`config.mk`:
```
export PLATFORM = sky130hd
export DESIGN_NAME = cordic_angle_sequencer_flat
export DESIGN_NICKNAME = d
export VERILOG_FILES = /design/src/rtl/cordic_angle_sequencer_if.sv /design/src/rtl/cordic_angle_sequencer.sv /design/src/flat_wrapper.sv
export SDC_FILE = /design/constraint.sdc
export NUM_CORES = 1
export LEC_CHECK = 0
export ABC_AREA = 1
export CORE_AREA = 2 2 211 213
export CTS_CLUSTER_DIAMETER = 60
export DETAILED_ROUTE_END_ITERATION = 8
export DIE_AREA = 0 0 213 215
export SYNTH_ARGS = -nofsm -noshare
export SYNTH_HDL_FRONTEND = slang
export SYNTH_SLANG_ARGS = --single-unit
```
`constraint.sdc`:
```
create_clock -name clk -period 5.38 [get_ports clk]
set_clock_uncertainty 0.1 [all_clocks]
set_input_delay 0.538 -clock clk [delete_from_list [all_inputs] [get_ports clk]]
set_output_delay 0.538 -clock clk [all_outputs]
set_load 0.01 [all_outputs]
```
`src/rtl/cordic_angle_sequencer_if.sv`:
```
// Sample stream from the angle sequencer to the CORDIC stage.
// Master drives valid/data, slave drives ready.
interface cordic_angle_sequencer_if #(
  parameter int unsigned WIDTH = 32,
  parameter int unsigned CNT_W = 16
);
  logic             out_valid;
  logic             out_ready;
  logic [WIDTH-1:0] angle;
  logic [WIDTH-1:0] x_start;
  logic [WIDTH-1:0] y_start;
  logic [CNT_W-1:0] sample_idx;

  modport master (
    output out_valid,
    output angle,
    output x_start,
    output y_start,
    output sample_idx,
    input  out_ready
  );

  modport slave (
    input  out_valid,
    input  angle,
    input  x_start,
    input  y_start,
    input  sample_idx,
    output out_ready
  );
endinterface

```
`src/rtl/cordic_angle_sequencer.sv`:
```
// Angle sweep generator feeding the CORDIC sin/cos stage.
// Emits start + k*step wrapped to [0, 2*pi) over valid/ready.
module cordic_angle_sequencer #(
  parameter int unsigned      WIDTH  = 32,
  parameter int unsigned      CNT_W  = 16,
  parameter logic [WIDTH-1:0] TWO_PI = 32'd1686629713,
  parameter logic [WIDTH-1:0] K_INV  = 32'd163008218
) (
  input  logic             clk,
  input  logic             rst_n,
  input  logic             start,
  input  logic [WIDTH-1:0] start_angle,
  input  logic [WIDTH-1:0] step,
  input  logic [CNT_W-1:0] num_samples,
  input  logic             abort,
  output logic             busy,
  output logic             done,
  cordic_angle_sequencer_if.master out_if
);

  typedef enum logic [1:0] {
    S_IDLE,
    S_RUN,
    S_DONE
  } state_t;

  state_t           r_state;
  state_t           w_state_n;

  logic             r_valid;
  logic             r_busy;
  logic             r_done;
  logic [WIDTH-1:0] r_angle;
  logic [WIDTH-1:0] r_x;
  logic [WIDTH-1:0] r_step;
  logic [CNT_W-1:0] r_idx;
  logic [CNT_W-1:0] r_num;

  logic             w_xfer;
  logic             w_last;
  logic             w_load;
  logic             w_adv;
  logic [WIDTH:0]   w_sum;
  logic [WIDTH:0]   w_wrap;
  logic [WIDTH-1:0] w_first;

  assign w_xfer = r_valid & out_if.out_ready;
  assign w_last = (r_idx == r_num - CNT_W'(1));
  assign w_sum  = {1'b0, r_angle} + {1'b0, r_step};

  // step < TWO_PI keeps a single subtraction sufficient
  assign w_wrap = (w_sum >= {1'b0, TWO_PI})
                ? w_sum - {1'b0, TWO_PI}
                : w_sum;

  assign w_first = (start_angle >= TWO_PI)
                 ? start_angle - TWO_PI
                 : start_angle;

  assign w_load = (r_state == S_IDLE) & start
                & (num_samples != '0);
  assign w_adv  = (r_state == S_RUN) & !abort
                & w_xfer & !w_last;

  always_comb begin
    w_state_n = r_state;
    unique case (r_state)
      S_IDLE: begin
        if (start) begin
          if (num_samples == '0) w_state_n = S_DONE;
          else                   w_state_n = S_RUN;
        end
      end
      S_RUN: begin
        if (abort)
          w_state_n = S_IDLE;
        else if (w_xfer && w_last)
          w_state_n = S_DONE;
      end
      S_DONE: w_state_n = S_IDLE;
      default: w_state_n = S_IDLE;
    endcase
  end

  always_ff @(posedge clk or negedge rst_n) begin
    if (!rst_n) begin
      r_state <= S_IDLE;
      r_valid <= 1'b0;
      r_busy  <= 1'b0;
      r_done  <= 1'b0;
    end else begin
      r_state <= w_state_n;
      r_valid <= (w_state_n == S_RUN);
      r_busy  <= (w_state_n == S_RUN);
      r_done  <= (w_state_n == S_DONE);
    end
  end

  always_ff @(posedge clk or negedge rst_n) begin
    if (!rst_n) begin
      r_angle <= '0;
      r_x     <= '0;
      r_step  <= '0;
      r_idx   <= '0;
      r_num   <= '0;
    end else if (w_load) begin
      r_angle <= w_first;
      r_x     <= K_INV;
      r_step  <= step;
      r_idx   <= '0;
      r_num   <= num_samples;
    end else if (w_adv) begin
      r_angle <= w_wrap[WIDTH-1:0];
      r_idx   <= r_idx + CNT_W'(1);
    end
  end

  assign out_if.out_valid  = r_valid;
  assign out_if.angle      = r_angle;
  assign out_if.x_start    = r_x;
  assign out_if.y_start    = '0;
  assign out_if.sample_idx = r_idx;
  assign busy              = r_busy;
  assign done              = r_done;

endmodule

```
`src/flat_wrapper.sv`:
```
// flat-port wrapper written by rule: the top's interface ports become plain ports
module cordic_angle_sequencer_flat 
#(
  parameter int unsigned      WIDTH  = 32,
  parameter int unsigned      CNT_W  = 16,
  parameter logic [WIDTH-1:0] TWO_PI = 32'd1686629713,
  parameter logic [WIDTH-1:0] K_INV  = 32'd163008218
)
  (clk, rst_n, start, start_angle, step, num_samples, abort, busy, done, out_if_out_valid, out_if_angle, out_if_x_start, out_if_y_start, out_if_sample_idx, out_if_out_ready);
  cordic_angle_sequencer_if #(.WIDTH(WIDTH), .CNT_W(CNT_W)) out_if_i ();
  input  logic clk;
  input  logic rst_n;
  input  logic start;
  input  logic [WIDTH-1:0] start_angle;
  input  logic [WIDTH-1:0] step;
  input  logic [CNT_W-1:0] num_samples;
  input  logic abort;
  output logic busy;
  output logic done;
  output wire logic [$bits(out_if_i.out_valid)-1:0] out_if_out_valid;
  output wire logic [$bits(out_if_i.angle)-1:0] out_if_angle;
  output wire logic [$bits(out_if_i.x_start)-1:0] out_if_x_start;
  output wire logic [$bits(out_if_i.y_start)-1:0] out_if_y_start;
  output wire logic [$bits(out_if_i.sample_idx)-1:0] out_if_sample_idx;
  input wire logic [$bits(out_if_i.out_ready)-1:0] out_if_out_ready;
  assign out_if_out_valid = out_if_i.out_valid;
  assign out_if_angle = out_if_i.angle;
  assign out_if_x_start = out_if_i.x_start;
  assign out_if_y_start = out_if_i.y_start;
  assign out_if_sample_idx = out_if_i.sample_idx;
  assign out_if_i.out_ready = out_if_out_ready;
  cordic_angle_sequencer #(.WIDTH(WIDTH), .CNT_W(CNT_W), .TWO_PI(TWO_PI), .K_INV(K_INV)) u_core (.clk(clk), .rst_n(rst_n), .start(start), .start_angle(start_angle), .step(step), .num_samples(num_samples), .abort(abort), .busy(busy), .done(done), .out_if(out_if_i));
endmodule
```
==> results.sh <==
export IMPL_synth_seq_cells=101
export IMPL_powerDensity_nw_per_um2=600.8
export IMPL_clock_path_buffers=2
export IMPL_via_count=11386
export IMPL_antenna_found_initial=0
export IMPL_p_leak_nw=6.422
export IMPL_wire_per_inst_um=15.44
export IMPL_crit_type="reg2reg"
export IMPL_clkLatencyLatePin_ns=0.39
export IMPL_cp_arrival_ns=4.38
export IMPL_dr_wl_met3_mm=1.621
export IMPL_yosys_area_share_simple=0.4406
export IMPL_cts_hold_buf=0
export IMPL_synthMuxAreaShare=0.0009296
export IMPL_crit_required_ns=5.60
export IMPL_cts_tree="built"
export IMPL_yosys_warnings=0
export IMPL_hp_class="in2async"
export IMPL_syn_avg_cell_area_sq_um=6.036
export IMPL_yosys_area_top_type="dfrtp_1"
export IMPL_crit_fanout=57
export IMPL_syn_area_sq_um=10770
export IMPL_grt_pass1_vias=10950
export IMPL_period_minus_slack_ns=4.164
export IMPL_placementRows=77
export IMPL_postLayoutCoreUtil=0.2944
export IMPL_finalCritPeriodShare=0.7740
export IMPL_postCtsSetupBuffers=0
export IMPL_synth_adder_area_share=0.04601
export IMPL_grt_pass1_wl_mm=59.99
export IMPL_synth_top_family_by_area="simple AND/OR/NAND/NOR gates"
export IMPL_synth_compound_area_frac=0.09435
export IMPL_htree_levels=3
export IMPL_postSynthCellCount=1784
export IMPL_fin_total_pwr_mw=7.719
export IMPL_maxCapViolations=0
export IMPL_async_flop_share=1.000
export IMPL_ant_nets=0
export IMPL_first_iter_violations=917
export IMPL_ctsResizeCount=0
export IMPL_synth_top_cell_area_share=0.2347
export IMPL_num_fill_cells=4856
export IMPL_drt_first_pass_iters=5
export IMPL_dp_cells=2478
export IMPL_stdcell_count=2494
export IMPL_yosysSeqAreaShare=0.2347
export IMPL_drive_gt1_frac=0.06099
export IMPL_nets=2021
export IMPL_synth_area_top_cells="dfrtp_1 23%, nand2_1 21%, inv_1 7.8%, nand3_1 6.2%, nor2_1 6.1%"
export IMPL_hpwlAfterDp_mm=31.38
export IMPL_end_kind="register"
export IMPL_drt_wl_total_mm=38.51
export IMPL_synth_xor_area_frac=0.03730
export IMPL_wl_met2_mm=18.44
export IMPL_hold_viol=0
export IMPL_die_area_sq_um=45800
export IMPL_die_width_um=213
export IMPL_io_buffer_count=152
export IMPL_wl_met1_mm=17.78
export IMPL_tns_ns=0
export IMPL_fmax_mhz=240.1
export IMPL_synthToLayoutAreaGrowth_pct=19.32
export IMPL_remaining_drc_errors=0
export IMPL_synth_edf_count=0
export IMPL_antenna_cells=0
export IMPL_grt_max_degree=62
export IMPL_tightest_slew_ns=0.9089
export IMPL_relSlewSlack=0.3941
export IMPL_die_h_um=215
export IMPL_setup_viol=0
export IMPL_numCtsBuffers=9
export IMPL_start_util=0.2467
export IMPL_clkTransAtPathRegs_ns=0.08
export IMPL_synth_flop_cell="dfrtp_1"
export IMPL_root_buffer="clkbuf_16"
export IMPL_grt_overflow=0
export IMPL_routed_top_layer="met4"
export IMPL_start_kind="register"
export IMPL_gp_congestion=0.9096
export IMPL_status="finished, final reports clean"
export IMPL_num_io_pins=200
export IMPL_grt_use_total=0.1687
export IMPL_maxSlewViolCount=0
export IMPL_max_vdd_ir_drop_mv=0.3274
export IMPL_cts_sinks=101
export IMPL_ys_types=52
export IMPL_coreArea_sq_um=43640
export IMPL_via_per_inst=4.565
export IMPL_rsz0062_at_grt="false"
[per-stage QoR]
stage / instance area (sq um) / setup slack (ns) / hold WS, ns
final: 12850 / 1.216 / 0.1542
after CTS: 12850 / 1.234 / 0.2102
after global placement: 12550 / 1.360 / 0.3756
after global routing: 12850 / 0.8148 / 0.2362
after detailed placement: 12550 / 1.248 / 0.3804
after floorplan: 10940 / 2.241 / 0.1424
[layer usage]
layer | up-vias | global-route usage
met4 | 0 | 0.04452
met5 | - | 0
met1 | 5301 | 0.2244
met3 | 30 | 0.02221
li1 | 5795 | -
met2 | 260 | 0.2855
[cell type report]
cell class	count	area [sq um]	share of cell area
Multi-Input combinational cell	1394	6852	0.5333
Clock buffer	9	225.2	0.01753
Clock inverter	7	71.32	0.005551
Sequential cell	101	2527	0.1967
Tap cell	592	740.7	0.05765
Inverter	235	883.3	0.06875
Timing Repair Buffer	156	1549	0.1206
[worst max-delay path: stages, from the launching register on]
cell,delay (ns)
dfrtp_1,0.41
ha_1,0.30
fa_1,0.49
nand3_1,0.13
nand3_1,0.20
nand2_1,0.17
nand2_2,0.10
nand2_1,0.09
nand2_1,0.09
nand3b_1,0.13
nand2_1,0.08
nand2_1,0.08
nand2_2,0.11
nor2_4,0.13
nand2_1,0.09
a21boi_2,0.21
nand3_4,0.60
o21ai_2,0.33
nand2_1,0.09
a21oi_2,0.14
[cell usage after synthesis, types with 6 or more instances]
cell      count
inv_1       225
o21ai_0      60
inv_2         8
buf_4        68
nand3_1     133
nand4_1      33
a21oi_1      81
clkbuf_1     20
buf_2         6
dfrtp_1     101
nor3_1       32
xor2_1       34
nand3_2      18
nor2_1      176
nand2_1     611
ha_1         38
nor2_2       13
nor4_1       14
a31oi_1       6
a21oi_2       8
xnor2_1      10
nand2_2      22
[where the power goes]
group	internal [mW]	switching (mW)	leakage (nW)	total, mW
sequential	0.976	0.319	1.22	1.30
clock	0.326	0.359	0.138	0.685
combinational	1.92	3.81	5.06	5.74
total	3.23	4.49	6.42	7.72
[cell families (layout without fill, tap and decap cells)]
kind of cell / count (synthesis) / after routing
AO/OA/AOI/OAI: 180 / 180
XOR/XNOR: 45 / 45
adder cells (fa/ha/maj): 39 / 39
buffers and inverters: 335 / 407
flip-flops: 101 / 101
multiplexers: 1 / 1
other: 1 / 47
AND/OR/NAND/NOR: 1082 / 1082
[state kept, by name (all words and copies together), names as in the netlist]
| name | flops |
|---|---|
| u_core.out_if.angle | 32 |
| u_core.done | 1 |
| u_core.r_state | 2 |
| u_core.out_if.sample_idx | 16 |
| u_core.r_step | 32 |
| u_core.r_num | 16 |
| u_core.out_if.x_start | 1 |
| u_core.out_if.out_valid | 1 |
[cell usage in the layout, fill, tap and decap left out, drive strengths merged]
cell	count
buf	5
o31ai	5
and3	4
o21a	4
nor3	34
ha	38
nand4	34
nand2	636
a21boi	3
mux2i	1
o22a	1
xor2	35
nand3	152
or2	4
clkinv	5
o32ai	2
clkbuf	9
a221oi	1
conb	47
and2	2
nor2	193
a21oi	89
a211oi	1
clkdlybuf4s50	151
nand3b	6
o21bai	3
dfrtp	101
o21ai	65
fa	1
nor3b	3
xnor2	10
nor4	14
clkinvlp	2
a31oi	6
inv	235
[path summary, 6_finish.rpt]
kind / startpoint / end / slack (ns) / cells past startpoint
max: u_core.out_if.angle[0] / u_core.out_if.angle[12] / 1.22 / 19
min: rst_n / u_core.r_step[22] / 0.15 / 1
max reg2reg: u_core.out_if.angle[0] / u_core.out_if.angle[12] / 1.22 / 19
min reg2reg: u_core.r_step[3] / u_core.r_step[3] / 0.40 / 2
max in group asynchronous: rst_n / u_core.out_if.angle[9] / 3.90 / 2
min in group clk: u_core.r_step[3] / u_core.r_step[3] / 0.40 / 2
(Power assumes the default switching activity.)
